$ cat config.mk
export PLATFORM = sky130hd
export DESIGN_NAME = bridge_tx_arbiter_flat
export DESIGN_NICKNAME = d
export VERILOG_FILES = /design/src/rtl/bridge_pkg.sv /design/src/rtl/bridge_tx_arbiter_if.sv /design/src/rtl/bridge_fc_check.sv /design/src/rtl/bridge_tx_arbiter.sv /design/src/flat_wrapper.sv
export SDC_FILE = /design/constraint.sdc
export NUM_CORES = 1
export LEC_CHECK = 0
export CAP_MARGIN = 20
export CORE_MARGIN = 8
export CORE_UTILIZATION = 45
export DETAILED_ROUTE_END_ITERATION = 12
export PLACE_DENSITY = 0.92
export SLEW_MARGIN = 20
export SYNTH_ARGS = -nofsm -noshare
export SYNTH_HDL_FRONTEND = slang
export SYNTH_SLANG_ARGS = --single-unit
$ cat constraint.sdc
create_clock -name Arb_CLK -period 2.8 [get_ports Arb_CLK]
set_input_delay 0.28 -clock Arb_CLK [delete_from_list [all_inputs] [get_ports Arb_CLK]]
set_output_delay 0.28 -clock Arb_CLK [all_outputs]
set_load 0.01 [all_outputs]
$ cat src/rtl/bridge_pkg.sv
// Shared types and constants for the PCIe Tx arbiter.
// Type indices, FC view select, credit widths and FSM states.
package bridge_pkg;

  localparam int unsigned TYPE_P   = 0;
  localparam int unsigned TYPE_NP  = 1;
  localparam int unsigned TYPE_CPL = 2;

  localparam logic [2:0] FC_SEL_TX_AVAIL = 3'b100;

  localparam int HDR_CW  = 8;
  localparam int DATA_CW = 12;

  typedef enum logic [1:0] {
    IDLE,
    CHECK,
    GRANT,
    SETTLE
  } arb_state_e;

endpackage

$ cat src/rtl/bridge_tx_arbiter_if.sv
// Tx arbiter bundle: requests, credits, grant and status.
// master = control/requester side, slave = arbiter.
interface bridge_tx_arbiter_if #(
  parameter int LEN_W = 10
);
  import bridge_pkg::*;

  logic                 Arb_Ready;
  logic [2:0]           Arb_Req;
  logic [2:0]           Arb_Req_Data;
  logic [3*LEN_W-1:0]   Arb_Req_Len;
  logic                 Arb_Done;
  logic [HDR_CW-1:0]    Arb_fc_ph;
  logic [HDR_CW-1:0]    Arb_fc_nph;
  logic [HDR_CW-1:0]    Arb_fc_cplh;
  logic [DATA_CW-1:0]   Arb_fc_pd;
  logic [DATA_CW-1:0]   Arb_fc_npd;
  logic [DATA_CW-1:0]   Arb_fc_cpld;
  logic [2:0]           Arb_fc_sel;
  logic [2:0]           Arb_Gnt;
  logic                 Arb_Busy;
  logic [2:0]           Arb_Blocked;
  logic                 Arb_Timeout;

  modport master (
    output Arb_Ready, Arb_Req, Arb_Req_Data,
    output Arb_Req_Len, Arb_Done,
    output Arb_fc_ph, Arb_fc_nph, Arb_fc_cplh,
    output Arb_fc_pd, Arb_fc_npd, Arb_fc_cpld,
    input  Arb_fc_sel, Arb_Gnt, Arb_Busy,
    input  Arb_Blocked, Arb_Timeout
  );

  modport slave (
    input  Arb_Ready, Arb_Req, Arb_Req_Data,
    input  Arb_Req_Len, Arb_Done,
    input  Arb_fc_ph, Arb_fc_nph, Arb_fc_cplh,
    input  Arb_fc_pd, Arb_fc_npd, Arb_fc_cpld,
    output Arb_fc_sel, Arb_Gnt, Arb_Busy,
    output Arb_Blocked, Arb_Timeout
  );

endinterface

$ cat src/rtl/bridge_fc_check.sv
// Credit eligibility of one TLP type.
// Len 0 means 1024 DW; data need is ceil(len/4).
module bridge_fc_check
  import bridge_pkg::*;
#(
  parameter int LEN_W = 10
) (
  input  logic               req,
  input  logic               has_data,
  input  logic [LEN_W-1:0]   len,
  input  logic [HDR_CW-1:0]  hdr_cr,
  input  logic [DATA_CW-1:0] data_cr,
  output logic               eligible
);

  localparam logic [LEN_W:0] RND =
    {{(LEN_W-1){1'b0}}, 2'b11};

  logic [LEN_W:0]     len_ext;
  logic [LEN_W:0]     need_sh;
  logic [DATA_CW-1:0] need;

  // Data credits needed and the resulting eligibility
  always_comb begin
    len_ext  = {(len == '0), len};
    need_sh  = (len_ext + RND) >> 2;
    need     = has_data ? DATA_CW'(need_sh) : '0;
    eligible = req
             & (hdr_cr != '0)
             & (data_cr >= need);
  end

endmodule

$ cat src/rtl/bridge_tx_arbiter.sv
// Round-robin, credit-gated arbiter for the shared Tx path.
// Grants one TLP type at a time with a settle gap after each.
module bridge_tx_arbiter
  import bridge_pkg::*;
#(
  parameter int LEN_W          = 10,
  parameter int SETTLE_CYCLES  = 4,
  parameter int TIMEOUT_CYCLES = 1024,
  parameter int CNT_W          = 11
) (
  input  logic                Arb_CLK,
  input  logic                Arb_RST,
  bridge_tx_arbiter_if.slave  bus
);

  localparam logic [CNT_W-1:0] SET_LD =
    CNT_W'(SETTLE_CYCLES - 1);
  localparam logic [CNT_W-1:0] TMO_LAST =
    CNT_W'(TIMEOUT_CYCLES - 1);
  localparam logic [CNT_W-1:0] ONE = CNT_W'(1);

  arb_state_e         state_q, state_d;
  logic [1:0]         ptr_q, ptr_d;
  logic [2:0]         gnt_q, gnt_d;
  logic [2:0]         blk_q, blk_d;
  logic               to_q, to_d;
  logic [CNT_W-1:0]   tcnt_q, tcnt_d;
  logic [CNT_W-1:0]   scnt_q, scnt_d;

  logic [2:0]         elig;
  logic               win_vld;
  logic [1:0]         win_idx;
  logic [1:0]         ptr_nx;

  logic [HDR_CW-1:0]  hdr_cr  [3];
  logic [DATA_CW-1:0] data_cr [3];

  assign hdr_cr[TYPE_P]    = bus.Arb_fc_ph;
  assign hdr_cr[TYPE_NP]   = bus.Arb_fc_nph;
  assign hdr_cr[TYPE_CPL]  = bus.Arb_fc_cplh;
  assign data_cr[TYPE_P]   = bus.Arb_fc_pd;
  assign data_cr[TYPE_NP]  = bus.Arb_fc_npd;
  assign data_cr[TYPE_CPL] = bus.Arb_fc_cpld;

  for (genvar g = 0; g < 3; g++) begin : g_fc
    bridge_fc_check #(
      .LEN_W (LEN_W)
    ) u_fc (
      .req      (bus.Arb_Req[g]),
      .has_data (bus.Arb_Req_Data[g]),
      .len      (bus.Arb_Req_Len[g*LEN_W +: LEN_W]),
      .hdr_cr   (hdr_cr[g]),
      .data_cr  (data_cr[g]),
      .eligible (elig[g])
    );
  end

  // First eligible type searching upward from the pointer
  always_comb begin
    int idx;
    win_vld = 1'b0;
    win_idx = 2'd0;
    idx     = 0;
    for (int k = 2; k >= 0; k--) begin
      idx = (int'(ptr_q) + k) % 3;
      if (elig[idx]) begin
        win_vld = 1'b1;
        win_idx = 2'(idx);
      end
    end
    ptr_nx = (win_idx == 2'd2) ? 2'd0
                               : win_idx + 2'd1;
  end

  // Next state, grant, blocked flags and counters
  always_comb begin
    state_d = state_q;
    ptr_d   = ptr_q;
    gnt_d   = gnt_q;
    blk_d   = blk_q & bus.Arb_Req;
    to_d    = 1'b0;
    tcnt_d  = tcnt_q;
    scnt_d  = scnt_q;
    unique case (state_q)
      IDLE: begin
        if (bus.Arb_Ready && |bus.Arb_Req)
          state_d = CHECK;
      end
      CHECK: begin
        if (!bus.Arb_Ready) begin
          state_d = IDLE;
        end else begin
          blk_d = bus.Arb_Req & ~elig;
          if (win_vld) begin
            state_d        = GRANT;
            gnt_d          = 3'b001 << win_idx;
            blk_d[win_idx] = 1'b0;
            ptr_d          = ptr_nx;
            tcnt_d         = '0;
          end else begin
            state_d = IDLE;
          end
        end
      end
      GRANT: begin
        tcnt_d = tcnt_q + ONE;
        if (bus.Arb_Done || tcnt_q == TMO_LAST) begin
          state_d = SETTLE;
          gnt_d   = '0;
          scnt_d  = SET_LD;
          to_d    = ~bus.Arb_Done;
        end
      end
      SETTLE: begin
        if (scnt_q == '0)
          state_d = IDLE;
        else
          scnt_d = scnt_q - ONE;
      end
      default: state_d = IDLE;
    endcase
  end

  // State and output registers
  always_ff @(posedge Arb_CLK or negedge Arb_RST) begin
    if (!Arb_RST) begin
      state_q <= IDLE;
      ptr_q   <= 2'd0;
      gnt_q   <= '0;
      blk_q   <= '0;
      to_q    <= 1'b0;
      tcnt_q  <= '0;
      scnt_q  <= '0;
    end else begin
      state_q <= state_d;
      ptr_q   <= ptr_d;
      gnt_q   <= gnt_d;
      blk_q   <= blk_d;
      to_q    <= to_d;
      tcnt_q  <= tcnt_d;
      scnt_q  <= scnt_d;
    end
  end

  assign bus.Arb_fc_sel  = FC_SEL_TX_AVAIL;
  assign bus.Arb_Gnt     = gnt_q;
  assign bus.Arb_Busy    = (state_q != IDLE);
  assign bus.Arb_Blocked = blk_q;
  assign bus.Arb_Timeout = to_q;

endmodule

$ cat src/flat_wrapper.sv
// flat-port wrapper written by rule: the top's interface ports become plain ports
module bridge_tx_arbiter_flat import bridge_pkg::*;
#(
  parameter int LEN_W          = 10,
  parameter int SETTLE_CYCLES  = 4,
  parameter int TIMEOUT_CYCLES = 1024,
  parameter int CNT_W          = 11
)
  (Arb_CLK, Arb_RST, bus_Arb_Ready, bus_Arb_Req, bus_Arb_Req_Data, bus_Arb_Req_Len, bus_Arb_Done, bus_Arb_fc_ph, bus_Arb_fc_nph, bus_Arb_fc_cplh, bus_Arb_fc_pd, bus_Arb_fc_npd, bus_Arb_fc_cpld, bus_Arb_fc_sel, bus_Arb_Gnt, bus_Arb_Busy, bus_Arb_Blocked, bus_Arb_Timeout);
  bridge_tx_arbiter_if #(.LEN_W(LEN_W)) bus_i ();
  input  logic Arb_CLK;
  input  logic Arb_RST;
  input wire logic [$bits(bus_i.Arb_Ready)-1:0] bus_Arb_Ready;
  input wire logic [$bits(bus_i.Arb_Req)-1:0] bus_Arb_Req;
  input wire logic [$bits(bus_i.Arb_Req_Data)-1:0] bus_Arb_Req_Data;
  input wire logic [$bits(bus_i.Arb_Req_Len)-1:0] bus_Arb_Req_Len;
  input wire logic [$bits(bus_i.Arb_Done)-1:0] bus_Arb_Done;
  input wire logic [$bits(bus_i.Arb_fc_ph)-1:0] bus_Arb_fc_ph;
  input wire logic [$bits(bus_i.Arb_fc_nph)-1:0] bus_Arb_fc_nph;
  input wire logic [$bits(bus_i.Arb_fc_cplh)-1:0] bus_Arb_fc_cplh;
  input wire logic [$bits(bus_i.Arb_fc_pd)-1:0] bus_Arb_fc_pd;
  input wire logic [$bits(bus_i.Arb_fc_npd)-1:0] bus_Arb_fc_npd;
  input wire logic [$bits(bus_i.Arb_fc_cpld)-1:0] bus_Arb_fc_cpld;
  output wire logic [$bits(bus_i.Arb_fc_sel)-1:0] bus_Arb_fc_sel;
  output wire logic [$bits(bus_i.Arb_Gnt)-1:0] bus_Arb_Gnt;
  output wire logic [$bits(bus_i.Arb_Busy)-1:0] bus_Arb_Busy;
  output wire logic [$bits(bus_i.Arb_Blocked)-1:0] bus_Arb_Blocked;
  output wire logic [$bits(bus_i.Arb_Timeout)-1:0] bus_Arb_Timeout;
  assign bus_i.Arb_Ready = bus_Arb_Ready;
  assign bus_i.Arb_Req = bus_Arb_Req;
  assign bus_i.Arb_Req_Data = bus_Arb_Req_Data;
  assign bus_i.Arb_Req_Len = bus_Arb_Req_Len;
  assign bus_i.Arb_Done = bus_Arb_Done;
  assign bus_i.Arb_fc_ph = bus_Arb_fc_ph;
  assign bus_i.Arb_fc_nph = bus_Arb_fc_nph;
  assign bus_i.Arb_fc_cplh = bus_Arb_fc_cplh;
  assign bus_i.Arb_fc_pd = bus_Arb_fc_pd;
  assign bus_i.Arb_fc_npd = bus_Arb_fc_npd;
  assign bus_i.Arb_fc_cpld = bus_Arb_fc_cpld;
  assign bus_Arb_fc_sel = bus_i.Arb_fc_sel;
  assign bus_Arb_Gnt = bus_i.Arb_Gnt;
  assign bus_Arb_Busy = bus_i.Arb_Busy;
  assign bus_Arb_Blocked = bus_i.Arb_Blocked;
  assign bus_Arb_Timeout = bus_i.Arb_Timeout;
  bridge_tx_arbiter #(.LEN_W(LEN_W), .SETTLE_CYCLES(SETTLE_CYCLES), .TIMEOUT_CYCLES(TIMEOUT_CYCLES), .CNT_W(CNT_W)) u_core (.Arb_CLK(Arb_CLK), .Arb_RST(Arb_RST), .bus(bus_i));
endmodule
After elaboration in Yosys (flattened, before gate mapping)
Cells that the tools add are included.
{"block": "totals", "reg_bits": 33, "inputBits": 100, "out_inout_bits": 11, "elab_cells": 112}
{"block": "classes", "n_addsub": 8, "div_mod_pow": 3, "magnitude_cmp": 8, "n_eq_ne": 11, "shift": 1, "n_mux": 42, "n_bitwise": 12, "n_reduce_logical": 20}
{"op": "$lt 32x4->1 const B", "count": 3}
{"op": "$mod 32x3->32 const B", "count": 2}
{"op": "$mux 11", "count": 4}
{"op": "$pmux 11 s2", "count": 2}
{"op": "$ge 12x9->1", "count": 3}
{"op": "$add 11x2->11 const B", "count": 3}
{"op": "$mod 3x3->32 const B", "count": 1}
{"op": "$logic_not 10->1", "count": 3}
{"op": "$mux 9", "count": 3}
{"op": "$reduce_bool 8->1", "count": 3}
{"op": "$mux 2", "count": 9}
{"op": "$mux 3", "count": 6}
{"op": "$mux 1", "count": 12}
{"op": "$reduce_and 3->1", "count": 4}
{"op": "$add 11x1->11 const B", "count": 1}
{"op": "$eq 11x10->1 const B", "count": 1}
{"op": "$logic_not 11->1", "count": 1}
{"op": "$sub 11x1->11 const B", "count": 1}
{"op": "$and 3x3->3", "count": 3}
{"op": "$ne 2x1->1 const B", "count": 4}
{"op": "$pmux 2 s4", "count": 1}
{"op": "$and 1x1->1", "count": 6}
{"op": "$bmux 1 s2", "count": 3}
{"op": "$eq 2x2->1 const B", "count": 3}
{"op": "other kinds (18)", "count": 23}

Depth between registers and ports, before layout
Gate-level depths: netlist of run 1.
{"block": "logic_depth", "word_depth": 20, "ltp_mapped": 17}

Hierarchy
Synthesis of run 1 repeated with hierarchy kept, for this count alone.
{"block": "hier_totals", "hier_cells": 363, "area_unflattened_um2": 3233.1}
{"mod": "bridge_tx_arbiter", "instances": 1, "cells_each": 195, "area_per_inst_um2": 1908.1, "seq_area_each_um2": 825.8}
{"mod": "bridge_fc_check at u_core.g_fc[1].u_fc ...", "instances": 2, "cells_each": 56, "area_per_inst_um2": 436.7, "seq_area_each_um2": 0.0}
{"mod": "bridge_fc_check at u_core.g_fc[0].u_fc", "instances": 1, "cells_each": 56, "area_per_inst_um2": 451.7, "seq_area_each_um2": 0.0}

Least setup slack after synthesis of run 1
Ideal clock, no wire load.
{"block": "synth_timing", "path_type": "input -> register", "start": "input port bus_Arb_Req_Len[21]", "end": "register with a tool-made name", "arrival_time_ns": 3.167, "t_required_ns": 2.669, "slack_ns": -0.499, "path_stages": 15, "n_path_buf": 1, "cell_sequence": "o21a_1 -> nand3_1 -> nor2_1 -> nand3_1 -> nor2_1 -> a32o_1 -> nand2_1 -> ha_1 -> or4_4 -> a211oi_4 -> o22ai_1 -> a22o_1 -> and3_1 -> buf_6 -> or3_1"}
{"element": "start, declared", "line": "flat_wrapper.sv:16", "rtl": "input wire logic [$bits(bus_i.Arb_Req_Len)-1:0] bus_Arb_Req_Len;"}

Worst setup path in the final report of run 1
{"block": "layout_timing", "start": "input port bus_Arb_Req_Len[8]", "end": "register u_core.gnt_q[0] (netlist: u_core.bus.Arb_Gnt[0])"}
{"block": "layout_between", "elab_chain_len": 15, "word_cells_on_any_way": 26, "cone_classes": "1 x add/sub; 1 x order compare; 1 x eq/ne; 1 x shift; 19 x mux; 1 x bitwise; 2 x reduce/logical"}
{"element": "$logic_not 10->1", "line": "bridge_fc_check.sv:25", "rtl": "len_ext = {(len == '0), len};"}
{"element": "$add 11x2->11 *", "line": "bridge_fc_check.sv:26", "rtl": "need_sh = (len_ext + RND) >> 2;"}
{"element": "$mux 9 *", "line": "bridge_fc_check.sv:27", "rtl": "need = has_data ? DATA_CW'(need_sh) : '0;"}
{"element": "$ge 12x9->1 *", "line": "bridge_fc_check.sv:30", "rtl": "& (data_cr >= need);"}
{"element": "$and 1x1->1 *", "line": "bridge_fc_check.sv:30"}
{"element": "$bmux 1 s2", "line": "bridge_tx_arbiter.sv:66", "rtl": "if (elig[idx]) begin"}
{"element": "$mux 1 (implied by the code) (2 in a row)", "line": "bridge_tx_arbiter.sv:66"}
{"element": "$mux 2 (3 in a row)", "line": "bridge_tx_arbiter.sv:66"}
{"element": "$shl 1x2->3", "line": "bridge_tx_arbiter.sv:96", "rtl": "gnt_d = 3'b001 << win_idx;"}
{"element": "$mux 3", "line": "bridge_tx_arbiter.sv:94", "rtl": "if (win_vld) begin"}
{"element": "$mux 3", "line": "bridge_tx_arbiter.sv:90", "rtl": "if (!bus.Arb_Ready) begin"}
{"element": "$pmux 3 s2", "line": "bridge_tx_arbiter.sv:84", "rtl": "unique case (state_q)"}
{"element": "end signal, assigned", "line": "bridge_tx_arbiter.sv:137", "rtl": "gnt_q <= gnt_d;"}
{"element": "end, declared", "line": "bridge_tx_arbiter.sv:24", "rtl": "logic [2:0] gnt_q, gnt_d;"}
Mark *: on every way between the ends. The rest lies on a longest branch, timed or not. The select of a mux whose other input is x is not followed.
A chain may end at the register's enable or synchronous reset.

==> results of run 1 <==
worst min-delay path by stage:
| stage | to | slack [ns] | cells past startpoint |
|---|---|---|---|
| final | async pin | 0.38 | 2 |
| after global routing | u_core.bus.Arb_Blocked[0] | 0.43 | 2 |
| after CTS | u_core.state_q[0] | 0.40 | 2 |
| after detailed placement | u_core.scnt_q[8] | 0.48 | 1 |
| after global placement | u_core.scnt_q[8] | 0.45 | 1 |
| after floorplan | async pin | -0.02 | 0 |
flip-flops by register name, indices dropped and copies added, names as in the netlist, named ones only:
name,cells
u_core.scnt_q,11
u_core.ptr_q,2
u_core.bus.Arb_Timeout,1
u_core.bus.Arb_Blocked,3
u_core.bus.Arb_Gnt,3
u_core.tcnt_q,11
u_core.state_q,1
cells by family (layout without fill, tap and decap cells):
kind of cell               count (synthesis)  after routing  synth area share (%)
and+or+nand+nor                          163            163                  26.1
muxes                                      1              1                 0.335
xor gates and xnor gates                  34             34                  9.97
adders and majority gates                 31             31                  13.0
other                                      2              3                 0.251
buffers and inverters                     31            201                  4.56
DFF                                       33             33                  27.6
AOI/OAI and AO/OA                         77             77                  18.2
layer usage:
| layer | wire [um] | global-route usage (%) |
|---|---|---|
| met3 | 1350 | 5.33 |
| met4 | 1390 | 14.1 |
| met1 | 4640 | 22.5 |
| met2 | 7360 | 45.2 |
| met5 | 0 | 0 |
cell usage in the layout, fill, tap and decap left out, drive strengths merged, types with 2 or more instances in the layout:
cell type,instances
clkdlybuf4s50,80
buf,79
nand2,57
nor2,38
dfrtp,33
ha,31
o21ai,24
xnor2,20
inv,19
xor2,14
nand3,14
clkbuf,13
nor3,11
a21oi,11
or4,8
nor4,8
dlygate4sd2,6
nor3b,5
o211a,4
o211ai,4
nand4,4
nand2b,4
o31ai,4
a211oi,4
o21a,3
or3,3
a31oi,3
conb,3
dlymetal6s2s,3
and3,3
a22o,2
o221ai,2
nor2b,2
o22ai,2
o31a,2
a211o,2
a21o,2
or2,2
a2111oi,2
synth_stat cells (2+ instances only):
master and instances:
xnor2_1 20, a21o_1 2, a22o_1 2, ha_1 31, nor2b_1 2, clkbuf_1 7, o22ai_1 2, inv_1 19
a31oi_1 3, o21ai_1 17, conb_1 2, a21oi_1 11, nand2_1 57, or3_1 3, o21a_1 3, nor3_1 11
xor2_1 14, nor3b_1 5, buf_4 3, a211oi_1 2, o21ai_0 7, and3_1 3, o221ai_1 2, dfrtp_1 33
o31a_1 2, nor4_1 8, nand4_1 4, o211a_1 4, nand3_1 14, o211ai_1 4, a211o_1 2, o31ai_1 3
a2111oi_0 2, or4_1 7, nor2_1 38, nand2b_1 4
report_power, final:
group	internal [W]	total (W)	switching, W
registers	0.000642	0.000832	0.000190
logic	0.000718	0.00157	0.000855
clock network	0.000223	0.000414	0.000192
total	0.00158	0.00282	0.00124
per-stage QoR:
| stage | hold slack [ns] | TNS (ns) |
|---|---|---|
| after detailed placement | 0.476 | -15.49 |
| after global routing | 0.427 | -4.52 |
| after CTS | 0.399 | -0.132 |
| after global placement | 0.453 | -11.03 |
| after floorplan | -0.0156 | -0.841 |
| final | 0.381 | -4.26 |
timing repair:
action,in CTS,in global routing
endpoints found under the setup margin,18,18
resized for setup,98,79
setup buffers,8,2
gates cloned,0,1
hold endpoints to repair,0,0
pin swaps,44,60
layout make-up:
cell class                 count  area [sq um]
multi-input combinational    309          2570
timing repair buffer         174          1610
fill                         319          1120
sequential                    33           826
clock buffer                   7          96.3
tap                           77          96.3
inverter                      19          71.3
clock inverter                 1          5.00
worst max-delay path, stage by stage:
cell and delay, ns:
clkdlybuf4s50_1 0.58, inv_1 0.11, nor2_4 0.16, xor2_1 0.24, nand2_1 0.13, ha_4 0.26
a21oi_2 0.18, o21ai_2 0.10, a211oi_2 0.31, o21ai_1 0.12, a22o_1 0.27, buf_6 0.13
a41o_1 0.23, a211o_1 0.22
==> reports/qor.csv, run 1 <==
metric;value;unit
setup_viol;22;
placed_cells;601;
rsz0062_at_grt;yes;
critPathMaxFanout;3;
async_flop_share;100;%
endpoint_kind;flip-flop;
syn_avg_cell_area;8.03;sq um
io_pins;111;
maxSlewHeadroom;45.0;%
syn2layout_area_growth;76.3;%
synth_seq_cells;33;
drc;0;
critical_path_class;in2reg;
setup_slack;-0.339;ns
htree_levels;2;
drt-wirelength-per-cell;23.8;um
port_buffers;107;
min_period_over_period;112;%
gp_congestion;0.851;
worst-r2r-setup-slack;-0.16;ns
cts.clk_slew.worst_paths;0.08;ns
synth_warnings;0;
synth_area_leaders;dfrtp_1 28%, ha_1 13%, nand2_1 7.2%, xnor2_1 5.9%, nor2_1 4.8%;
synth-main-ff-cell;dfrtp_1;
seq_area_frac_synth;27.6;%
clock_path_buffers;2;
dp_hpwl;8.27;mm
rows;29;
vdd_ir_drop_max;0.000692;V
maxCapViolCount;0;
timing.fmax;319;MHz
synthCells;372;
dieArea;0.00950;sq mm
die_h;97.5;um
grt_util_all_layers;23.7;%
slew_viol_final;0;
synth.top_cell.area_share;27.6;%
finalInstanceArea;0.00527;sq mm
grt_pass1_wl;18.9;mm
grt_max_degree;34;
clock-root-buffer;clkbuf_8;
rr_endpoint;u_core.scnt_q[9];
die_w;97.5;um
worstSetupStartpoint;bus_Arb_Req_Len[8];
ant_nets;0;
fin_skew;0.00929;ns
nets;673;
viasPerCell;6.52;
crit_arrival;3.32;ns
p_per_area;535;mW/mm^2
num_antenna_cells;0;
utilization;82.5;%
ys_types;55;
cts.sinks;33;
synth_area;0.00299;sq mm
synth_top_cell_by_area;dfrtp_1;
vias;4045;
r2r_start;u_core.scnt_q[0];
worstSkewPairLatency;0.29;ns
critPathCapture;u_core.bus.Arb_Gnt[0];
finalPower;0.00282;W
fin_cells;620;
place_ws;-0.889;ns
required;2.99;ns
hold_class;in2async;
drt_wl_total;14.7;mm
synth-edff-count;0;
violations;setup timing;
grt_remaining_overflow;0;
drive_gt1_share;32.0;%
rr_worst_depth;9;
grt_pass1_vias;3961;
status;complete, but fails checks;
cts_buffers;5;
leakage;2.23;nW
cts_tree;built;
first_pass_iters;6;
core_area;0.00639;sq mm
antenna_found_initial;0;
first_iter_violations;312;
hold_violations;0;
start_util;46.8;%
hold_buffers;0;
cp-start-kind;primary input;
worst_pin_slew;0.814;ns
place_area;0.00466;sq mm
fin_crit;3.14;ns
No activity file was read; power rests on OpenSTA's default activity.
==> inputs of run 2 (changes only) <==
--- a/config.mk
+++ b/config.mk
@@ -5,9 +5,10 @@
 export SDC_FILE = /design/constraint.sdc
 export NUM_CORES = 1
 export LEC_CHECK = 0
-export CAP_MARGIN = 20
+export ABC_CLOCK_PERIOD_IN_PS = 2800
 export CORE_MARGIN = 8
 export CORE_UTILIZATION = 45
+export CTS_BUF_LIST = sky130_fd_sc_hd__clkbuf_4 sky130_fd_sc_hd__clkbuf_8 sky130_fd_sc_hd__clkbuf_16
 export DETAILED_ROUTE_END_ITERATION = 12
 export PLACE_DENSITY = 0.92
 export SLEW_MARGIN = 20
==> results of run 2 <==
Same layout as run 1: the final DEF is identical, and so are final timing and power.
==> inputs of run 3 (changes only) <==
--- a/config.mk
+++ b/config.mk
@@ -7,11 +7,12 @@
 export LEC_CHECK = 0
 export ABC_CLOCK_PERIOD_IN_PS = 2800
 export CORE_MARGIN = 8
-export CORE_UTILIZATION = 45
+export CORE_UTILIZATION = 47
 export CTS_BUF_LIST = sky130_fd_sc_hd__clkbuf_4 sky130_fd_sc_hd__clkbuf_8 sky130_fd_sc_hd__clkbuf_16
 export DETAILED_ROUTE_END_ITERATION = 12
-export PLACE_DENSITY = 0.92
+export PLACE_DENSITY = 0.94
 export SLEW_MARGIN = 20
 export SYNTH_ARGS = -nofsm -noshare
 export SYNTH_HDL_FRONTEND = slang
+export SYNTH_HIERARCHICAL = 1
 export SYNTH_SLANG_ARGS = --single-unit
==> run 3 against run 2 <==
The flow still finishes with violations (setup timing). Critical path type unchanged. Global-route usage fell by 4.6 points. Cell count is 4.0% lower. Non-clock buffer count shrank 20. Synthesized cell count down 2.4%. Die area increased by 3.0%. Clock power is 14% lower. Power fell by 3.4%. Sequential power increased by 3.0%. Clock skew fell by 0.0034 ns. Largest cell class unchanged. Sequential share of layout area is 0.91 points higher.
==> reports/qor.csv, run 3 <==
metric;value;unit
synth.most_common_cell;nand2_1;
hold_violations;0;
rr_worst_depth;7;
required;3.02;ns
use_met3;5.29;%
seq_area_frac_synth;25.5;%
drt-wirelength-per-cell;16.2;um
htree_levels;2;
maxSlewHeadroom;58.5;%
synth-edff-count;0;
hold_buffers;0;
leakage;2.15;nW
path_cells;buf_6 > buf_6 > buf_6 > o211ai_4 > xnor2_2 > nand2_1 > ha_1 > o21a_1 > o211ai_1 > o2111a_1 > a311oi_2 > buf_4 > mux2i_1 > o22a_1 > a31oi_4 > nor3b_4 > o21bai_1;
worst_pin_slew;0.623;ns
worstSkewPairLatency;0.29;ns
vias;3299;
violations;setup timing;
slew_viol_final;0;
critPathMaxFanout;6;
synth_warnings;6;
status;complete, but fails checks;
cts.sinks;33;
dieArea;0.00979;sq mm
setup_viol;17;
crit_arrival;3.16;ns
r2r_start;u_core/ptr_q[0];
rsz0062_at_grt;yes;
core_area;0.00672;sq mm
slowest_delay;0.27;ns
nets;647;
clock-root-buffer;clkbuf_8;
cp_num_cells;17;
synth_seq_cells;33;
async_flop_share;100;%
utilization;74.1;%
critPathSlowestCell;ha_1;
ys_types;58;
cp_common_cell;buf_6;
syn_avg_cell_area;8.91;sq um
rr_endpoint;u_core/bus.Arb_Gnt[1];
critical_path_class;in2reg;
grt_pass1_vias;3435;
die_h;98.9;um
drc;0;
worstSetupStartpoint;bus_Arb_Req_Len[1];
grtUsageMet2;35.0;%
endpoint_kind;flip-flop;
p_per_area;547;mW/mm^2
num_antenna_cells;0;
cts_buffers;5;
grt.busiest_layer;met2;
clock_path_buffers;2;
grt_max_degree;34;
gp_congestion;0.836;
worst-r2r-setup-slack;0.80;ns
synth_top_cell_by_area;dfrtp_1;
top_regs;u_core/scnt_q: 11 flops, u_core/tcnt_q: 11 flops;
dp_hpwl;7.70;mm
critPathCapture;u_core/ptr_q[0];
drive_gt1_share;22.7;%
start_util;48.1;%
synth_area;0.00323;sq mm
first_iter_violations;137;
antenna_found_initial;0;
synthCells;363;
io_pins;111;
grt_util_all_layers;19.2;%
grt_pass1_wl;15.7;mm
path_delay_family;compound AO/OA/AOI/OAI gates;
crit_buf_inv;4;
grt.met1_usage;21.3;%
timing.fmax;339;MHz
rows;30;
synth_area_leaders;dfrtp_1 26%, ha_1 13%, nand2_1 5.7%, xnor2_1 5.1%, xor2_1 4.9%;
maxCapViolCount;0;
fin_crit;2.95;ns
setup_slack;-0.146;ns
grt_remaining_overflow;0;
nFillCells;475;
hold-worst-slack;0.391;ns
synth-main-ff-cell;dfrtp_1;
drt_wl_total;9.63;mm
first_pass_iters;4;
ant_nets;0;
final_cell_mix;77 x clkdlybuf4s50_1, 46 x nand2_1, 43 x buf_4;
cp-start-kind;primary input;
synth_common_cells;49 x nand2_1, 33 x dfrtp_1, 33 x ha_1, 25 x nor2_1, 19 x xnor2_1;
viasPerCell;5.54;
die_w;98.9;um
synth.top_cell.area_share;25.5;%
min_period_over_period;105;%
fin_skew;0.00593;ns
hold_class;in2async;
cts_tree;built;
layout_commonest_cell;clkdlybuf4s50_1;
cts.clk_slew.worst_paths;0.07;ns
vdd_ir_drop_max;0.000258;V
port_buffers;107;
syn2layout_area_growth;54.0;%
run 3: changes by cell type in the layout (fill, tap and decap cells not counted), moves of 6 or more:
cell,change
buf_4,-16
nand2_1,-8
nand3_1,+6
o21ai_2,-6
nand3_4,-6
nand4_1,+9
nor3_1,-7
dlygate4sd2_1,+9
ha_1,+8
nor2_4,-13
run 3: through the flow:
| step | total power [W] | TNS [ns] | setup slack, ns | cell area (sq um) | std cells |
|---|---|---|---|---|---|
| floorplan | 0.00180 | 0 | 0.0103 | 3260 | 364 |
| global placement | 0.00218 | -9.39 | -0.584 | 4650 | 579 |
| detailed placement | 0.00226 | -12.97 | -0.802 | 4650 | 579 |
| CTS | 0.00268 | -0.403 | -0.0972 | 4880 | 592 |
| global route | 0.00293 | -3.46 | -0.293 | 4980 | 595 |
| finish | 0.00272 | -0.991 | -0.146 | 4980 | 595 |
run 3: power by group:
group	switching [W]	internal, W	total [W]
sequential	0.000198	0.000658	0.000857
clock	0.000175	0.000182	0.000356
combinational	0.000784	0.000726	0.00151
total	0.00116	0.00157	0.00272
run 3: cells by family after synthesis:
group	synth area share [%]
AO/OA/AOI/OAI	18.8
XOR/XNOR	10.0
adder cells (fa/ha/maj)	12.8
buffers and inverters	3.72
flip-flops	25.5
multiplexers	0.619
other	0.232
AND/OR/NAND/NOR	28.3
run 3: worst min-delay path by stage:
stage	startpoint	endpoint
2_1_floorplan	Arb_RST	async pin
3_3_place_gp	u_core/tcnt_q[10]	u_core/bus.Arb_Timeout
3_5_place_dp	u_core/tcnt_q[10]	u_core/bus.Arb_Timeout
4_1_cts	Arb_RST	u_core/scnt_q[8]
5_1_grt	Arb_RST	u_core/tcnt_q[5]
6_report	Arb_RST	u_core/tcnt_q[5]
run 3: timing repair:
action                                  4_1_cts  5_1_grt
endpoints found under the setup margin       17       17
pin swaps                                    42       28
gates resized for setup                      83       25
setup buffers                                 5        3
run 3: per-layer routing:
layer  part of all wire [%]  vias up
li1                       -     1623
met1                     40     1564
met5                      0        -
met3                    6.0       12
met2                     53      100
met4                    1.5        0
run 3: area by class of cell:
| type | count | area, sq um | area share [%] |
|---|---|---|---|
| clock inverter | 2 | 10.0 | 0.201 |
| inverter | 13 | 48.8 | 0.980 |
| tap | 80 | 100 | 2.01 |
| multi-input combinational | 307 | 2540 | 51.0 |
| timing repair buffer | 154 | 1380 | 27.7 |
| clock buffer | 6 | 76.3 | 1.53 |
| sequential | 33 | 826 | 16.6 |
